<file path="src/rtl/gpio_target_tx_if.sv">
// Handshake bundle between the game FSM, the GPIO target transmitter and the Arduino pins.
// master: the transmitter itself; slave: whatever sits on the other side (FSM + Arduino).
interface gpio_target_tx_if;
    logic       tx_valid;
    logic [2:0] tx_box;
    logic       tx_ready;
    logic       tx_done;
    logic       tx_err;
    logic       gpio_ack;
    logic [2:0] gpio_data;
    logic       gpio_strobe;
    logic       gpio_parity;

    modport master (
        input  tx_valid, tx_box, gpio_ack,
        output tx_ready, tx_done, tx_err, gpio_data, gpio_strobe, gpio_parity
    );

    modport slave (
        output tx_valid, tx_box, gpio_ack,
        input  tx_ready, tx_done, tx_err, gpio_data, gpio_strobe, gpio_parity
    );
endinterface

</file>
<file path="src/rtl/gpio_target_tx.sv">
// Sends a 3-bit target box address to the Arduino with a 4-phase strobe/ack handshake,
// timeout and bounded retries. Define GPIO_PARITY_EN to drive an odd-parity bit on gpio_parity.
module gpio_target_tx #(
    parameter int SETUP_CYCLES   = 50,
    parameter int TIMEOUT_CYCLES = 500000,
    parameter int MAX_RETRIES    = 2
) (
    input  logic             CLOCK_50,
    input  logic             reset,
    gpio_target_tx_if.master bus
);

    localparam int TW = $clog2(TIMEOUT_CYCLES + 1);
    localparam int RW = (MAX_RETRIES > 0) ? $clog2(MAX_RETRIES + 1) : 1;
    localparam logic [TW-1:0] SETUP_LAST   = TW'(SETUP_CYCLES - 1);
    localparam logic [TW-1:0] TIMEOUT_LAST = TW'(TIMEOUT_CYCLES - 1);
    localparam logic [RW-1:0] RETRY_LIMIT  = RW'(MAX_RETRIES);

    typedef enum logic [1:0] {
        IDLE    = 2'd0,
        SETUP   = 2'd1,
        STROBE  = 2'd2,
        RELEASE = 2'd3
    } state_t;

    state_t        state_r, state_nxt;
    logic [TW-1:0] timer_r, timer_nxt;
    logic [RW-1:0] retry_r, retry_nxt;
    logic          ack_meta_r, ack_s_r;
    logic [2:0]    data_r, data_nxt;
    logic          strobe_r, strobe_nxt;
    logic          ready_r, ready_nxt;
    logic          done_r, done_nxt;
    logic          err_r, err_nxt;
    logic          accept_s, finish_ok_s, finish_err_s;

    // Two-flop synchronizer for the asynchronous Arduino acknowledge.
    always_ff @(posedge CLOCK_50 or posedge reset) begin
        if (reset) begin
            ack_meta_r <= 1'b0;
            ack_s_r    <= 1'b0;
        end else begin
            ack_meta_r <= bus.gpio_ack;
            ack_s_r    <= ack_meta_r;
        end
    end

    // State, counters and registered outputs.
    always_ff @(posedge CLOCK_50 or posedge reset) begin
        if (reset) begin
            state_r  <= IDLE;
            timer_r  <= '0;
            retry_r  <= '0;
            data_r   <= 3'd0;
            strobe_r <= 1'b0;
            ready_r  <= 1'b1;
            done_r   <= 1'b0;
            err_r    <= 1'b0;
        end else begin
            state_r  <= state_nxt;
            timer_r  <= timer_nxt;
            retry_r  <= retry_nxt;
            data_r   <= data_nxt;
            strobe_r <= strobe_nxt;
            ready_r  <= ready_nxt;
            done_r   <= done_nxt;
            err_r    <= err_nxt;
        end
    end

    // Next-state logic; the timer counts cycles spent in the current phase.
    always_comb begin
        state_nxt    = state_r;
        timer_nxt    = timer_r;
        retry_nxt    = retry_r;
        accept_s     = 1'b0;
        finish_ok_s  = 1'b0;
        finish_err_s = 1'b0;
        case (state_r)
            IDLE: begin
                if (bus.tx_valid) begin
                    accept_s  = 1'b1;
                    retry_nxt = '0;
                    timer_nxt = '0;
                    state_nxt = SETUP;
                end else begin
                    timer_nxt = '0;
                end
            end
            SETUP: begin
                // A stale ack from the previous transfer restarts the setup window.
                if (ack_s_r) begin
                    timer_nxt = '0;
                end else if (timer_r == SETUP_LAST) begin
                    timer_nxt = '0;
                    state_nxt = STROBE;
                end else begin
                    timer_nxt = timer_r + TW'(1);
                end
            end
            STROBE: begin
                if (ack_s_r) begin
                    timer_nxt = '0;
                    state_nxt = RELEASE;
                end else if (timer_r == TIMEOUT_LAST) begin
                    timer_nxt = '0;
                    if (retry_r < RETRY_LIMIT) begin
                        retry_nxt = retry_r + RW'(1);
                        state_nxt = SETUP;
                    end else begin
                        finish_err_s = 1'b1;
                        state_nxt    = IDLE;
                    end
                end else begin
                    timer_nxt = timer_r + TW'(1);
                end
            end
            RELEASE: begin
                if (!ack_s_r) begin
                    timer_nxt   = '0;
                    finish_ok_s = 1'b1;
                    state_nxt   = IDLE;
                end else if (timer_r == TIMEOUT_LAST) begin
                    timer_nxt    = '0;
                    finish_err_s = 1'b1;
                    state_nxt    = IDLE;
                end else begin
                    timer_nxt = timer_r + TW'(1);
                end
            end
            default: begin
                timer_nxt = '0;
                state_nxt = IDLE;
            end
        endcase
    end

    // Output values for the next cycle, derived from the state being entered.
    always_comb begin
        strobe_nxt = (state_nxt == STROBE);
        ready_nxt  = (state_nxt == IDLE);
        done_nxt   = finish_ok_s;
        err_nxt    = finish_err_s;
        if (accept_s) begin
            data_nxt = bus.tx_box;
        end else begin
            data_nxt = data_r;
        end
    end

    assign bus.gpio_data   = data_r;
    assign bus.gpio_strobe = strobe_r;
    assign bus.tx_ready    = ready_r;
    assign bus.tx_done     = done_r;
    assign bus.tx_err      = err_r;

`ifdef GPIO_PARITY_EN
    function automatic logic odd_parity(input logic [2:0] d);
        return ~^d;
    endfunction

    logic parity_r;

    // Parity is latched together with the address; reset value matches data=0.
    always_ff @(posedge CLOCK_50 or posedge reset) begin
        if (reset) begin
            parity_r <= 1'b1;
        end else if (accept_s) begin
            parity_r <= odd_parity(bus.tx_box);
        end else begin
            parity_r <= parity_r;
        end
    end

    assign bus.gpio_parity = parity_r;
`else
    assign bus.gpio_parity = 1'b0;
`endif

endmodule

</file>
<file path="src/flat_wrapper.sv">
// flat-port wrapper written by rule: the top's interface ports become plain ports
module gpio_target_tx_flat 
#(
    parameter int SETUP_CYCLES   = 50,
    parameter int TIMEOUT_CYCLES = 500000,
    parameter int MAX_RETRIES    = 2
)
  (CLOCK_50, reset, bus_tx_valid, bus_tx_box, bus_gpio_ack, bus_tx_ready, bus_tx_done, bus_tx_err, bus_gpio_data, bus_gpio_strobe, bus_gpio_parity);
  gpio_target_tx_if bus_i ();
  input  logic CLOCK_50;
  input  logic reset;
  input wire logic [$bits(bus_i.tx_valid)-1:0] bus_tx_valid;
  input wire logic [$bits(bus_i.tx_box)-1:0] bus_tx_box;
  input wire logic [$bits(bus_i.gpio_ack)-1:0] bus_gpio_ack;
  output wire logic [$bits(bus_i.tx_ready)-1:0] bus_tx_ready;
  output wire logic [$bits(bus_i.tx_done)-1:0] bus_tx_done;
  output wire logic [$bits(bus_i.tx_err)-1:0] bus_tx_err;
  output wire logic [$bits(bus_i.gpio_data)-1:0] bus_gpio_data;
  output wire logic [$bits(bus_i.gpio_strobe)-1:0] bus_gpio_strobe;
  output wire logic [$bits(bus_i.gpio_parity)-1:0] bus_gpio_parity;
  assign bus_i.tx_valid = bus_tx_valid;
  assign bus_i.tx_box = bus_tx_box;
  assign bus_i.gpio_ack = bus_gpio_ack;
  assign bus_tx_ready = bus_i.tx_ready;
  assign bus_tx_done = bus_i.tx_done;
  assign bus_tx_err = bus_i.tx_err;
  assign bus_gpio_data = bus_i.gpio_data;
  assign bus_gpio_strobe = bus_i.gpio_strobe;
  assign bus_gpio_parity = bus_i.gpio_parity;
  gpio_target_tx #(.SETUP_CYCLES(SETUP_CYCLES), .TIMEOUT_CYCLES(TIMEOUT_CYCLES), .MAX_RETRIES(MAX_RETRIES)) u_core (.CLOCK_50(CLOCK_50), .reset(reset), .bus(bus_i));
endmodule
</file>
<file path="config.mk">
export PLATFORM = sky130hd
export DESIGN_NAME = gpio_target_tx_flat
export DESIGN_NICKNAME = d
export VERILOG_FILES = /design/src/rtl/gpio_target_tx_if.sv /design/src/rtl/gpio_target_tx.sv /design/src/flat_wrapper.sv
export SDC_FILE = /design/constraint.sdc
export NUM_CORES = 1
export LEC_CHECK = 0
export CAP_MARGIN = 30
export CORE_UTILIZATION = 45
export DETAILED_ROUTE_END_ITERATION = 7
export SYNTH_ARGS = -nofsm -noshare
export SYNTH_HDL_FRONTEND = slang
export SYNTH_SLANG_ARGS = --single-unit
export TNS_END_PERCENT = 100
</file>
<file path="constraint.sdc">
create_clock -name CLOCK_50 -period 4.95 [get_ports CLOCK_50]
set_input_delay 0.99 -clock CLOCK_50 [delete_from_list [all_inputs] [get_ports CLOCK_50]]
set_output_delay 0.99 -clock CLOCK_50 [all_outputs]
set_load 0.02 [all_outputs]
</file>
== Word-level counts from Yosys, hierarchy flattened ==
Cells that the tools add are included.
Storage, ports and cells
  flip-flop bits (word level): 32
  bits of input ports: 7
  output and inout bits: 8
Cells by class
  add/subtract/negate cells: 2
  $lt $le $gt $ge: 1
  eq/ne operators: 10
  mux-type cells: 30
  reductions and logical operators: 4
Operators by type and width (number)
  $mux W19: 5
  $pmux W19 S4: 1
  $mux W2: 11
  $add A19 B1 Y19 const B: 1
  $eq A19 B19 Y1 const B: 1
  $eq A19 B6 Y1 const B: 1
  $mux W1: 10
  $pmux W2 S4: 1
  $eq A2 B2 Y1 const B: 3
  $reduce_and A5 Y1: 1
  $logic_not A2 Y1: 2
  $ne A2 B1 Y1 const B: 2
  $ne A2 B2 Y1 const B: 2
  $pmux W2 S2: 1
  $add A2 B1 Y2 const B: 1
  $eq A2 B1 Y1 const B: 1
  $lt A2 B2 Y1 const B: 1
  $pmux W1 S2: 1
  $reduce_bool A2 Y1: 1

== Longest topological paths before layout ==
  word-level depth: 6
  depth in mapped cells: 7
  gate-level depth less buffers: 6

== Least setup slack after synthesis ==
OpenSTA, ideal clock, no wires.
  path kind: reg2reg
  start: reg u_core.timer_r[0]
  end: reg u_core.timer_r[0]
  arrival time: 1.922 ns
  data required time: 4.809 ns
  path slack: 2.887 ns
  stages on the path, launching flop included: 8
  clock period less this slack: 2.063 ns
  path through: dfrtp_1 ha_1 nand3_2 or4_4 buf_6 o21ai_2 buf_4 a31oi_1
On the way
  longest elaborated chain between the ends: 4
  elaborated cells between the ends (all ways): 9
  those cells by class: add/sub (1); eq/ne (2); mux (6)
Ends and longest elaborated chain
  start: declaration: line gpio_target_tx.sv:27  | logic [TW-1:0] timer_r, timer_nxt;
  start signal: assignment: line gpio_target_tx.sv:61  | timer_r <= timer_nxt;
  $add A19 B1 Y19, or another cell as far along: line gpio_target_tx.sv:98, gpio_target_tx.sv:115, gpio_target_tx.sv:128
  $mux W19 (on tied branches): line gpio_target_tx.sv:105, gpio_target_tx.sv:123, gpio_target_tx.sv:94
  $mux W19 (on tied branches): line gpio_target_tx.sv:119, gpio_target_tx.sv:92, gpio_target_tx.sv:102
  $pmux W19 S4 (*): line gpio_target_tx.sv:79  | case (state_r)
  net u_core.timer_nxt[0]: line gpio_target_tx.sv:27
The timed path passes the listed nets; every way through them passes the cells marked *.
A chain may end at the register's enable or synchronous reset.

== Final worst setup path ==
  start: reg u_core.timer_r[0]
  end: reg u_core.timer_r[18]
Same word-level chain as after synthesis.

==> impl_summary.log <==
INFO  metric outcome = complete, no violations
INFO  metric antenna-diode-count = 0
INFO  metric top_reg_cell_synth = dfrtp_1
INFO  metric clkSlewWorstSetupHoldPaths = 0.06 ns
INFO  metric crit_required = 5.07 ns
INFO  metric tritoncts = done
INFO  metric post_cts.resized_instances = 0
INFO  metric path_cells = ha_1 > nand3_2 > or4_4 > o21ai_2 > a32oi_1
INFO  metric cts_htree_levels = 2
INFO  metric antenna_left = 0
INFO  metric vias_in_the_first_global_route = 1260
INFO  metric synth_top_area_frac = 0.4516
INFO  metric most_frequent_standard_cell_in_the_layout_excluding_fill_and_tap_cells = dfrtp_1
INFO  metric fin_crit_sh = 0.4946
INFO  metric synthesis.instances = 170
INFO  metric postSynthAreaPerCell = 10.11 um2
INFO  metric setup-tns-final = 0 ns
INFO  metric multi_input_comb_area = 810.8 um2
INFO  metric met2RoutedLength = 1568 um
INFO  metric final_area = 0.001934 mm2
INFO  metric initial_core_util = 0.4692
INFO  metric yosysWarnings = 0
INFO  metric design.die.area = 0.004069 mm2
INFO  metric cap_viol_max_count = 0
INFO  metric top_signal_layer_used = met4
INFO  metric critPathKind = flop to flop
INFO  metric hold_buffer_count_at_cts = 0
INFO  metric ys_ff_latch = 32
INFO  metric slowest_stage = o21ai_2
INFO  metric most-common-layout-cells = dfrtp_1, nand2_1, a31oi_1, clkdlybuf4s50_1
INFO  metric vdd_drop_max = 0.1721 mV
INFO  metric r2r.worst_path.cells = 5
INFO  metric die_w = 63.79 um
INFO  metric cp_slowest_stage_delay = 0.69 ns
INFO  metric num_vias = 1350
INFO  metric area_of_the_core = 0.003661 mm2
INFO  metric num_io_pins = 15
INFO  metric count_of_routing_violations_after_the_opening_detailed_route_iteration = 104
INFO  metric layout.filler_cells = 338
INFO  metric synth-async-reset-ratio = 1.000
INFO  metric grt_max_degree = 33
INFO  metric clk_latency = 0.28 ns
INFO  metric rsz0062_at_grt = false
INFO  metric number_of_antenna_violations_at_the_first_check_in_global_routing = 0
INFO  metric cts-buffers-inserted = 5
INFO  metric synth.top_cells.by_area = dfrtp_1, a31oi_1, xnor2_1, nand2_1, buf_6
INFO  metric synthesis.nets = 179
INFO  metric remaining_drc_errors = 0
INFO  metric routedWlPerCell = 14.92 um
INFO  metric synth_edf_count = 0
INFO  metric min_delay_worst_endpoint = u_core.ack_s_r$_DFF_PP0_
INFO  metric clock_sink_count = 32
INFO  metric gp_routability_congestion = 0.8149
INFO  metric globalRouteTotalUtil = 0.1916
INFO  metric buffers_added_on_ports = 13
INFO  metric class_of_the_tightest_hold_or_removal_check = flop to flop
INFO  metric grt_remaining_overflow = 0
INFO  metric holdPathStages = 0
INFO  metric die_y = 63.79 um
INFO  metric clock.fmax = 408.4 MHz
INFO  metric synth_area_leader_cell = dfrtp_1
INFO  metric critical_path_arrival = 2.57 ns
INFO  metric wl_met3 = 131 um
INFO  metric postRouteWirelength = 3462 um
INFO  metric flip_flop_and_latch_area = 802.0 um2
INFO  metric synth_area = 0.001718 mm2
INFO  metric critical_path.reg2reg.endpoint = u_core.timer_r[18]$_DFF_PP0_
INFO  metric reg2reg_setup_slack = 2.50 ns
INFO  metric drt_pre_antenna_iters = 4
INFO  metric syn_to_final_growth = 12.60%
INFO  metric critical_path.endpoint_type = flop
INFO  metric grt_first_pass_wirelength = 6051 um
INFO  metric placement_rows = 22
INFO  metric report.final.setup_viol = 0
INFO  metric power.density = 263.9 mW/mm2
INFO  metric vias_per_cell = 5.819
INFO  metric final_net_count = 192
INFO  metric hpwlAfterDp = 2310 um
INFO  metric cts.path.max_buffers = 2
INFO  metric placed_cells_incl_taps = 224
INFO  metric min_from = u_core.ack_meta_r$_DFF_PP0_
INFO  metric stdcell_count = 232
INFO  metric largest_fanout_on_the_critical_path = 19
INFO  metric worstMarginPinSlew = 0.8099 ns
INFO  metric timing.rr.start = u_core.timer_r[0]$_DFF_PP0_
INFO  metric drive_above_1_share = 0.1033
INFO  metric finClkSkew = 0.005016 ns
INFO  metric drv_slew = 0
INFO  metric post_synthesis_sequential_area_ratio = 0.4669
INFO  metric cellLeakagePower = 0.7535 nW
INFO  metric root_buffer = clkbuf_8
INFO  metric hold_viol = 0
INFO  metric worst_slew_margin_rel = 0.4600
INFO  metric post_cts_buffers = 0
INFO  metric routedLengthMet1 = 1722 um
INFO  metric placed_area = 0.001844 mm2
INFO  metric synth_cell_types = 45
INFO  metric fin_crit = 2.448 ns
INFO  metric start_kind = flop
==> metal layers <==
layer,GRT usage,up-vias
met2,0.2726,26
met5,0,-
met3,0.04286,7
met1,0.2827,656
li1,-,661
met4,0.07102,0
==> logic make-up after synthesis <==
kind of cell	synth area share
AO/OA/AOI/OAI	0.1515
buffers and inverters	0.06118
AND/OR/NAND/NOR	0.2316
flip-flops	0.4669
other	0.002183
XOR/XNOR	0.06628
adder cells (fa/ha/maj)	0.01456
multiplexers	0.005827
==> sequential cells by signal, summed over array words and instances (netlist names) <==
| name | flops |
|---|---|
| u_core.timer_r | 19 |
| u_core.bus.gpio_data | 3 |
| u_core.retry_r | 2 |
| u_core.state_r | 2 |
| u_core.ack_meta_r | 1 |
| u_core.ack_s_r | 1 |
| u_core.bus.gpio_strobe | 1 |
| u_core.bus.tx_done | 1 |
| u_core.bus.tx_err | 1 |
| u_core.bus.tx_ready | 1 |
==> layout make-up <==
type | instances | share of cell area
flip-flops and latches | 32 | 0.4146
multi-input cells | 122 | 0.4191
repair buffers | 15 | 0.07503
clock buffers | 8 | 0.04657
well taps | 48 | 0.03105
inverters | 7 | 0.01358
==> cells in the mapped netlist (all sizes together) (3+ instances only) <==
library cell	count
nor4	6
a31oi	16
nand2	18
xor2	5
and3	3
nand3	9
buf	8
xnor2	8
nand4	6
nor3	3
or4	5
a32oi	4
or3	5
nor2	6
dfrtp	31
o21ai	6
inv	7
==> through the flow <==
stage                     hold slack [ns]  utilization  total power, mW  setup WS [ns]
after floorplan                    0.3312            -           0.2965          2.887
after global placement             0.3420       0.5038           0.3111          2.583
after detailed placement           0.3477       0.5038           0.3117          2.507
after CTS                          0.3619       0.5284           0.5144          2.498
after global routing               0.3746       0.5284           0.5314          2.371
final                              0.3605       0.5284           0.5104          2.502
==> worst max-delay path: cells and delay by family, from the launching register on <==
family,cells,cell delay [ns]
AO/OA/AOI/OAI,2,0.91
AND/OR/NAND/NOR,2,0.71
flip-flops,1,0.43
adder cells (fa/ha/maj),1,0.24
==> how the worst max path moves through the flow <==
stage | cells past startpoint | to | from
3_5_place_dp | 5 | u_core.timer_r[17]$_DFF_PP0_ | u_core.timer_r[0]$_DFF_PP0_
3_3_place_gp | 5 | u_core.timer_r[15]$_DFF_PP0_ | u_core.timer_r[0]$_DFF_PP0_
2_1_floorplan | 7 | u_core.timer_r[0]$_DFF_PP0_ | u_core.timer_r[0]$_DFF_PP0_
5_1_grt | 5 | u_core.timer_r[8]$_DFF_PP0_ | u_core.timer_r[0]$_DFF_PP0_
4_1_cts | 5 | u_core.timer_r[17]$_DFF_PP0_ | u_core.timer_r[0]$_DFF_PP0_
6_report | 5 | u_core.timer_r[18]$_DFF_PP0_ | u_core.timer_r[0]$_DFF_PP0_
==> power breakdown <==
| group | internal [mW] | total, mW | leakage, nW | switching [mW] |
|---|---|---|---|---|
| Combinational | 0.0150 | 0.0333 | 0.281 | 0.0183 |
| Sequential | 0.267 | 0.273 | 0.427 | 0.00573 |
| Clock | 0.113 | 0.204 | 0.0455 | 0.0908 |
| Total | 0.396 | 0.510 | 0.754 | 0.115 |
(Power assumes the default switching activity.)
